==> src/rtl/pipeline_ctrl.sv <==
// Stall/flush sequencer for the IF_ID, ID_EX, EX_MEM and MEM_WB pipeline registers and the PC.
// Folds stall requests, EX branch redirects and MEM exceptions into hold/flush/redirect controls.
module pipeline_ctrl #(
    parameter int unsigned                 ADDR_WIDTH  = 32,
    parameter logic [ADDR_WIDTH-1:0]       EXC_VECTOR  = 32'hBFC0_0380,
    parameter int unsigned                 WDOG_CYCLES = 1024
) (
    input  logic                  clk,
    input  logic                  rst,
    input  logic [3:0]            stall_req,
    input  logic                  branch_valid,
    input  logic [ADDR_WIDTH-1:0] branch_target,
    input  logic                  exc_valid,
    input  logic [ADDR_WIDTH-1:0] exc_pc,
    output logic                  pc_en,
    output logic                  pc_redirect,
    output logic [ADDR_WIDTH-1:0] pc_redirect_addr,
    output logic [3:0]            hold,
    output logic [3:0]            flush,
    output logic [ADDR_WIDTH-1:0] epc,
    output logic                  stall_timeout
);

    localparam int unsigned WDOG_W = $clog2(WDOG_CYCLES + 1);
    localparam logic [WDOG_W-1:0] WDOG_MAX  = WDOG_W'(WDOG_CYCLES);
    localparam logic [WDOG_W-1:0] WDOG_LAST = WDOG_W'(WDOG_CYCLES - 1);

    typedef enum logic {
        ST_RUN,
        ST_EXC
    } state_e;

    typedef struct packed {
        logic       pc_en;
        logic [3:0] hold;
        logic [3:0] flush;
    } stall_ctl_t;

    // The highest requesting stage bubbles; every younger register and the PC hold.
    function automatic stall_ctl_t stall_decode(input logic [3:0] req);
        stall_ctl_t c;
        c.pc_en = 1'b1;
        c.hold  = 4'b0000;
        c.flush = 4'b0000;
        if (req[3]) begin
            c.pc_en = 1'b0;
            c.hold  = 4'b0111;
            c.flush = 4'b1000;
        end else if (req[2]) begin
            c.pc_en = 1'b0;
            c.hold  = 4'b0011;
            c.flush = 4'b0100;
        end else if (req[1]) begin
            c.pc_en = 1'b0;
            c.hold  = 4'b0001;
            c.flush = 4'b0010;
        end else if (req[0]) begin
            c.pc_en = 1'b0;
            c.flush = 4'b0001;
        end
        return c;
    endfunction

    state_e                  state_q, state_d;
    logic                    pend_vld_q, pend_vld_d;
    logic [ADDR_WIDTH-1:0]   pend_addr_q, pend_addr_d;
    logic [ADDR_WIDTH-1:0]   epc_q, epc_d;
    logic [WDOG_W-1:0]       wdog_q, wdog_d;
    logic                    timeout_q, timeout_d;

    stall_ctl_t              dec;
    logic                    ctl_pc_en;
    logic                    ctl_redirect;
    logic [ADDR_WIDTH-1:0]   ctl_addr;
    logic [3:0]              ctl_hold;
    logic [3:0]              ctl_flush;
    logic                    older_stall;

    assign older_stall = |stall_req[3:2];

    // NOTE: every signal gets a default at the top of always_comb so no path can infer a latch.
    always_comb begin
        dec          = stall_decode(stall_req);
        state_d      = ST_RUN;
        pend_vld_d   = pend_vld_q;
        pend_addr_d  = pend_addr_q;
        epc_d        = epc_q;
        ctl_pc_en    = dec.pc_en;
        ctl_redirect = 1'b0;
        ctl_addr     = '0;
        ctl_hold     = dec.hold;
        ctl_flush    = dec.flush;

        if (exc_valid) begin
            ctl_pc_en    = 1'b1;
            ctl_redirect = 1'b1;
            ctl_addr     = EXC_VECTOR;
            ctl_hold     = 4'b0000;
            ctl_flush    = 4'b1111;
            epc_d        = exc_pc;
            pend_vld_d   = 1'b0;
            state_d      = ST_EXC;
        end else if (state_q == ST_EXC) begin
            // Squash the two wrong-path fetches; a flushed register never also holds.
            ctl_flush = dec.flush | 4'b0011;
            ctl_hold  = dec.hold & ~ctl_flush;
        end else if (older_stall) begin
            if (branch_valid) begin
                pend_vld_d  = 1'b1;
                pend_addr_d = branch_target;
            end
        end else if (branch_valid || pend_vld_q) begin
            // A fresh branch in the release cycle is younger than the parked one and wins.
            ctl_pc_en    = 1'b1;
            ctl_redirect = 1'b1;
            ctl_addr     = branch_valid ? branch_target : pend_addr_q;
            ctl_hold     = 4'b0000;
            ctl_flush    = 4'b0011;
            pend_vld_d   = 1'b0;
        end
    end

    // Watchdog counts consecutive held cycles and saturates so the pulse fires once per episode.
    always_comb begin
        wdog_d    = wdog_q;
        timeout_d = 1'b0;
        if (exc_valid || ctl_hold == 4'b0000) begin
            wdog_d = '0;
        end else begin
            timeout_d = (wdog_q == WDOG_LAST);
            if (wdog_q != WDOG_MAX) begin
                wdog_d = wdog_q + WDOG_W'(1);
            end
        end
    end

    // NOTE: state updates use non-blocking assignments so all flops sample pre-edge values together.
    always_ff @(posedge clk or negedge rst) begin
        if (!rst) begin
            state_q     <= ST_RUN;
            pend_vld_q  <= 1'b0;
            pend_addr_q <= '0;
            epc_q       <= '0;
            wdog_q      <= '0;
            timeout_q   <= 1'b0;
        end else begin
            state_q     <= state_d;
            pend_vld_q  <= pend_vld_d;
            pend_addr_q <= pend_addr_d;
            epc_q       <= epc_d;
            wdog_q      <= wdog_d;
            timeout_q   <= timeout_d;
        end
    end

    // While reset is asserted the pipeline is frozen with every register bubbled.
    always_comb begin
        if (!rst) begin
            pc_en            = 1'b0;
            pc_redirect      = 1'b0;
            pc_redirect_addr = '0;
            hold             = 4'b0000;
            flush            = 4'b1111;
        end else begin
            pc_en            = ctl_pc_en;
            pc_redirect      = ctl_redirect;
            pc_redirect_addr = ctl_addr;
            hold             = ctl_hold;
            flush            = ctl_flush;
        end
    end

    assign epc           = epc_q;
    assign stall_timeout = timeout_q;

endmodule
==> config.mk <==
export PLATFORM = sky130hd
export DESIGN_NAME = pipeline_ctrl
export DESIGN_NICKNAME = d
export VERILOG_FILES = /design/src/rtl/pipeline_ctrl.sv
export SDC_FILE = /design/constraint.sdc
export NUM_CORES = 1
export LEC_CHECK = 0
export CAP_MARGIN = 20
export CORE_MARGIN = 3
export CORE_UTILIZATION = 39
export CTS_BUF_LIST = sky130_fd_sc_hd__clkbuf_8 sky130_fd_sc_hd__clkbuf_16
export DETAILED_ROUTE_END_ITERATION = 10
export PLACE_DENSITY = 0.74
export SLEW_MARGIN = 20
export SYNTH_ARGS = -nofsm -noshare
export SYNTH_HDL_FRONTEND = slang
export SYNTH_SLANG_ARGS = --single-unit
==> constraint.sdc <==
create_clock -name clk -period 3.5 [get_ports clk]
set_input_delay 0.35 -clock clk [delete_from_list [all_inputs] [get_ports clk]]
set_output_delay 0.35 -clock clk [all_outputs]
set_load 0.02 [all_outputs]
==> results of run 1 <==
-- worst max-delay path by stage --
stage	start	end	slack, ns
after floorplan	branch_valid	pc_redirect_addr[22]	1.66
after global placement	stall_req[3]	pc_redirect_addr[7]	0.73
after detailed placement	stall_req[3]	pc_redirect_addr[9]	0.64
after CTS	rst	pc_redirect_addr[1]	0.40
after global routing	rst	pc_redirect_addr[4]	0.21
final	rst	pc_redirect_addr[1]	0.44
-- logic make-up (layout without fill, tap and decap cells) --
group / count (synthesis) / after routing / synth area share [%]
AND/OR/NAND/NOR: 58 / 58 / 8.07
other: 1 / 1 / 0.0956
XOR/XNOR: 2 / 2 / 0.447
flip-flops: 78 / 78 / 49.7
adder cells (fa/ha/maj): 2 / 2 / 0.638
AO/OA/AOI/OAI: 39 / 39 / 7.84
buffers and inverters: 27 / 177 / 3.76
multiplexers: 96 / 96 / 29.4
-- report_power, final --
group	switching [µW]	internal, µW	total, µW
clock	345	352	698
combinational	233	340	573
sequential	67.0	1020	1090
-- stage by stage --
step                      utilization [%]  hold slack [ns]  cells  instance area (µm²)
after floorplan                         -           0.0544    303                 3920
after global placement               57.4            0.314    565                 5460
after detailed placement             57.4            0.318    565                 5460
after CTS                            59.7            0.239    582                 5670
after global routing                 59.7            0.259    582                 5670
final                                59.7            0.254    582                 5670
-- area by class of cell --
| type | count | area share (%) |
|---|---|---|
| Sequential cell | 78 | 34.4 |
| Multi-Input combinational cell | 198 | 32.1 |
| Timing Repair Buffer | 152 | 26.3 |
| Tap cell | 129 | 2.84 |
| Clock buffer | 10 | 2.43 |
| Clock inverter | 6 | 1.26 |
| Inverter | 9 | 0.595 |
-- cell usage after synthesis, types with 2 or more instances --
cell type and count:
nand4_1 3, xor2_1 2, dfrtp_1 78, nand3_1 5
inv_1 8, mux2_4 30, mux2i_1 32, buf_4 3
o21ai_0 3, nand2_1 4, mux2_2 34, or3_2 2
a211oi_1 13, buf_6 3, nor3b_1 2, nor2_1 26
a21oi_1 9, or3_1 2, ha_1 2, or4_1 2
a21o_1 2, buf_2 10, o31ai_1 3
-- registers in the layout (all words and copies together) (netlist names) --
signal         cells
epc               32
pend_addr_q       32
wdog_q            11
pend_vld_q         1
stall_timeout      1
state_q            1
-- routing by layer --
layer / up-vias / track usage [%] / part of all wire [%]
met4: 0 / 5.00 / 1.2
met1: 1460 / 20.3 / 41
met2: 67 / 31.6 / 52
met5: - / 0 / 0
met3: 12 / 5.65 / 5.6
li1: 1382 / - / -
==> out/results.ini, run 1 <==
[logic_synthesis]
ys.warnings.count=0
syn-num-nets=377
yosysSeqAreaShare_pct=49.7
synth-main-ff-cell=dfrtp_1
syn_avg_cell_area_um2=12.9
synth_edf_count=0
synthArstFlopShare_pct=100
netlist_instances=303
synth_top_area_share_pct=49.7
synth_area_leaders=dfrtp_1 50%, mux2_4 11%, mux2_2 9.8%, mux2i_1 8.2%, a211oi_1 2.5%
synth_largest_area_cell=dfrtp_1
synth-seq-cells=78
synth_area_um2=3920
synth_cell_types=48

[sta]
setup_viol=0
tightest_slew_ns=0.900
finalCritPeriodShare_pct=87.6
drv_slew=0
fin_ws_ns=0.435
max-slew-margin-rel_pct=39.6
rsz0062_at_grt=false
skew_ns=0.00853
hold_viol=0
min_period_ns=3.06
tns_ns=0
timing.fmax_ghz=0.326

[power_and_ir_drop]
vdd_drop_max_mv=0.240
p_per_area_nw_per_um2=416
power_uw=2360
leakagePower_uw=0.00243

[clocking]
clk_latency_ns=0.35
cts.hold.buffers_added=1
cts_made_buffers=9
ctsHtreeMaxLevel=3
clk_pin_slew_worst_paths_ns=0.09
cts_tree=done
cts_resized=0
root_buffer=clkbuf_8
clkSinkCount=78
cts_buffer_depth=2
post-cts-setup-buffers=0

[setup_path]
cp_top_family=buffers and inverters
cp_max_fo=34
timing.rr.start=state_q
r2r_end=pend_addr_q[13]
path_class=in -> out
worst-path-stages=7
ff2ff_setup_slack_ns=1.60
cp_common_cell=buf_4
cpPeakStageDelay_ns=0.62
crit_required_ns=3.15
end_kind=output pin
slowest_stage=clkdlybuf4s50_1
crit_buf_inv=4
cp.arrival_ns=2.71
critPathLaunchType=input pin
path_cells=dlygate4sd3_1 > buf_4 > nor3b_1 > nand3_1 > buf_4 > nor2_1 > clkdlybuf4s50_1
reg2reg_depth=4

[drt]
wirelength_mm=9.83
post_drt_via_cell_ratio=5.02
antenna_left=0
wl_per_cell_um=16.9
drt-initial-drc-count=48
firstDrtPassIters=4
vias=2921
route.detailed.drc=0

[floorplanning]
dieArea_um2=11300
core_area_um2=9500
dieHeight_um=106
io_pins=147
rows=35
start_util_pct=41.3
die-width_um=106

[placement]
io_buffers=145
gp_congestion=0.751
dp_hpwl_mm=7.21
dp_slack_ns=0.637

[final_layout]
nNetsFinal=522
drive_gt1_share_pct=23.4
layout_common_cells=142 x clkdlybuf4s50_1, 78 x dfrtp_1, 34 x mux2_2
regArea_um2=1950
diodes=0
areaGrowthSynthToFinish_pct=44.6
multi_input_comb_area_um2=1820
mostFrequentLayoutCell=clkdlybuf4s50_1
fillers=810

[global_route]
track_usage_pct=17.7
antenna_found_initial=0
grt_max_degree=50
grt-ovfl-total=0
grt_pass1_vias=3118
grt_pass1_wl_mm=15.8

[worst_hold_path]
whs_path_depth=2
hold_class=in -> reg
hold_end=pend_vld_q
min-delay-start=exc_valid

[flow_run]
timing.max_cap.violations=0

[run_status]
status=finished, final reports clean

(Power assumes the default switching activity.)
==> inputs of run 2 (changes only) <==
SKIP_LAST_GASP = 1   (was default)
==> results of run 2 <==
The final DEF is identical to that of run 1; final timing and power are the same.
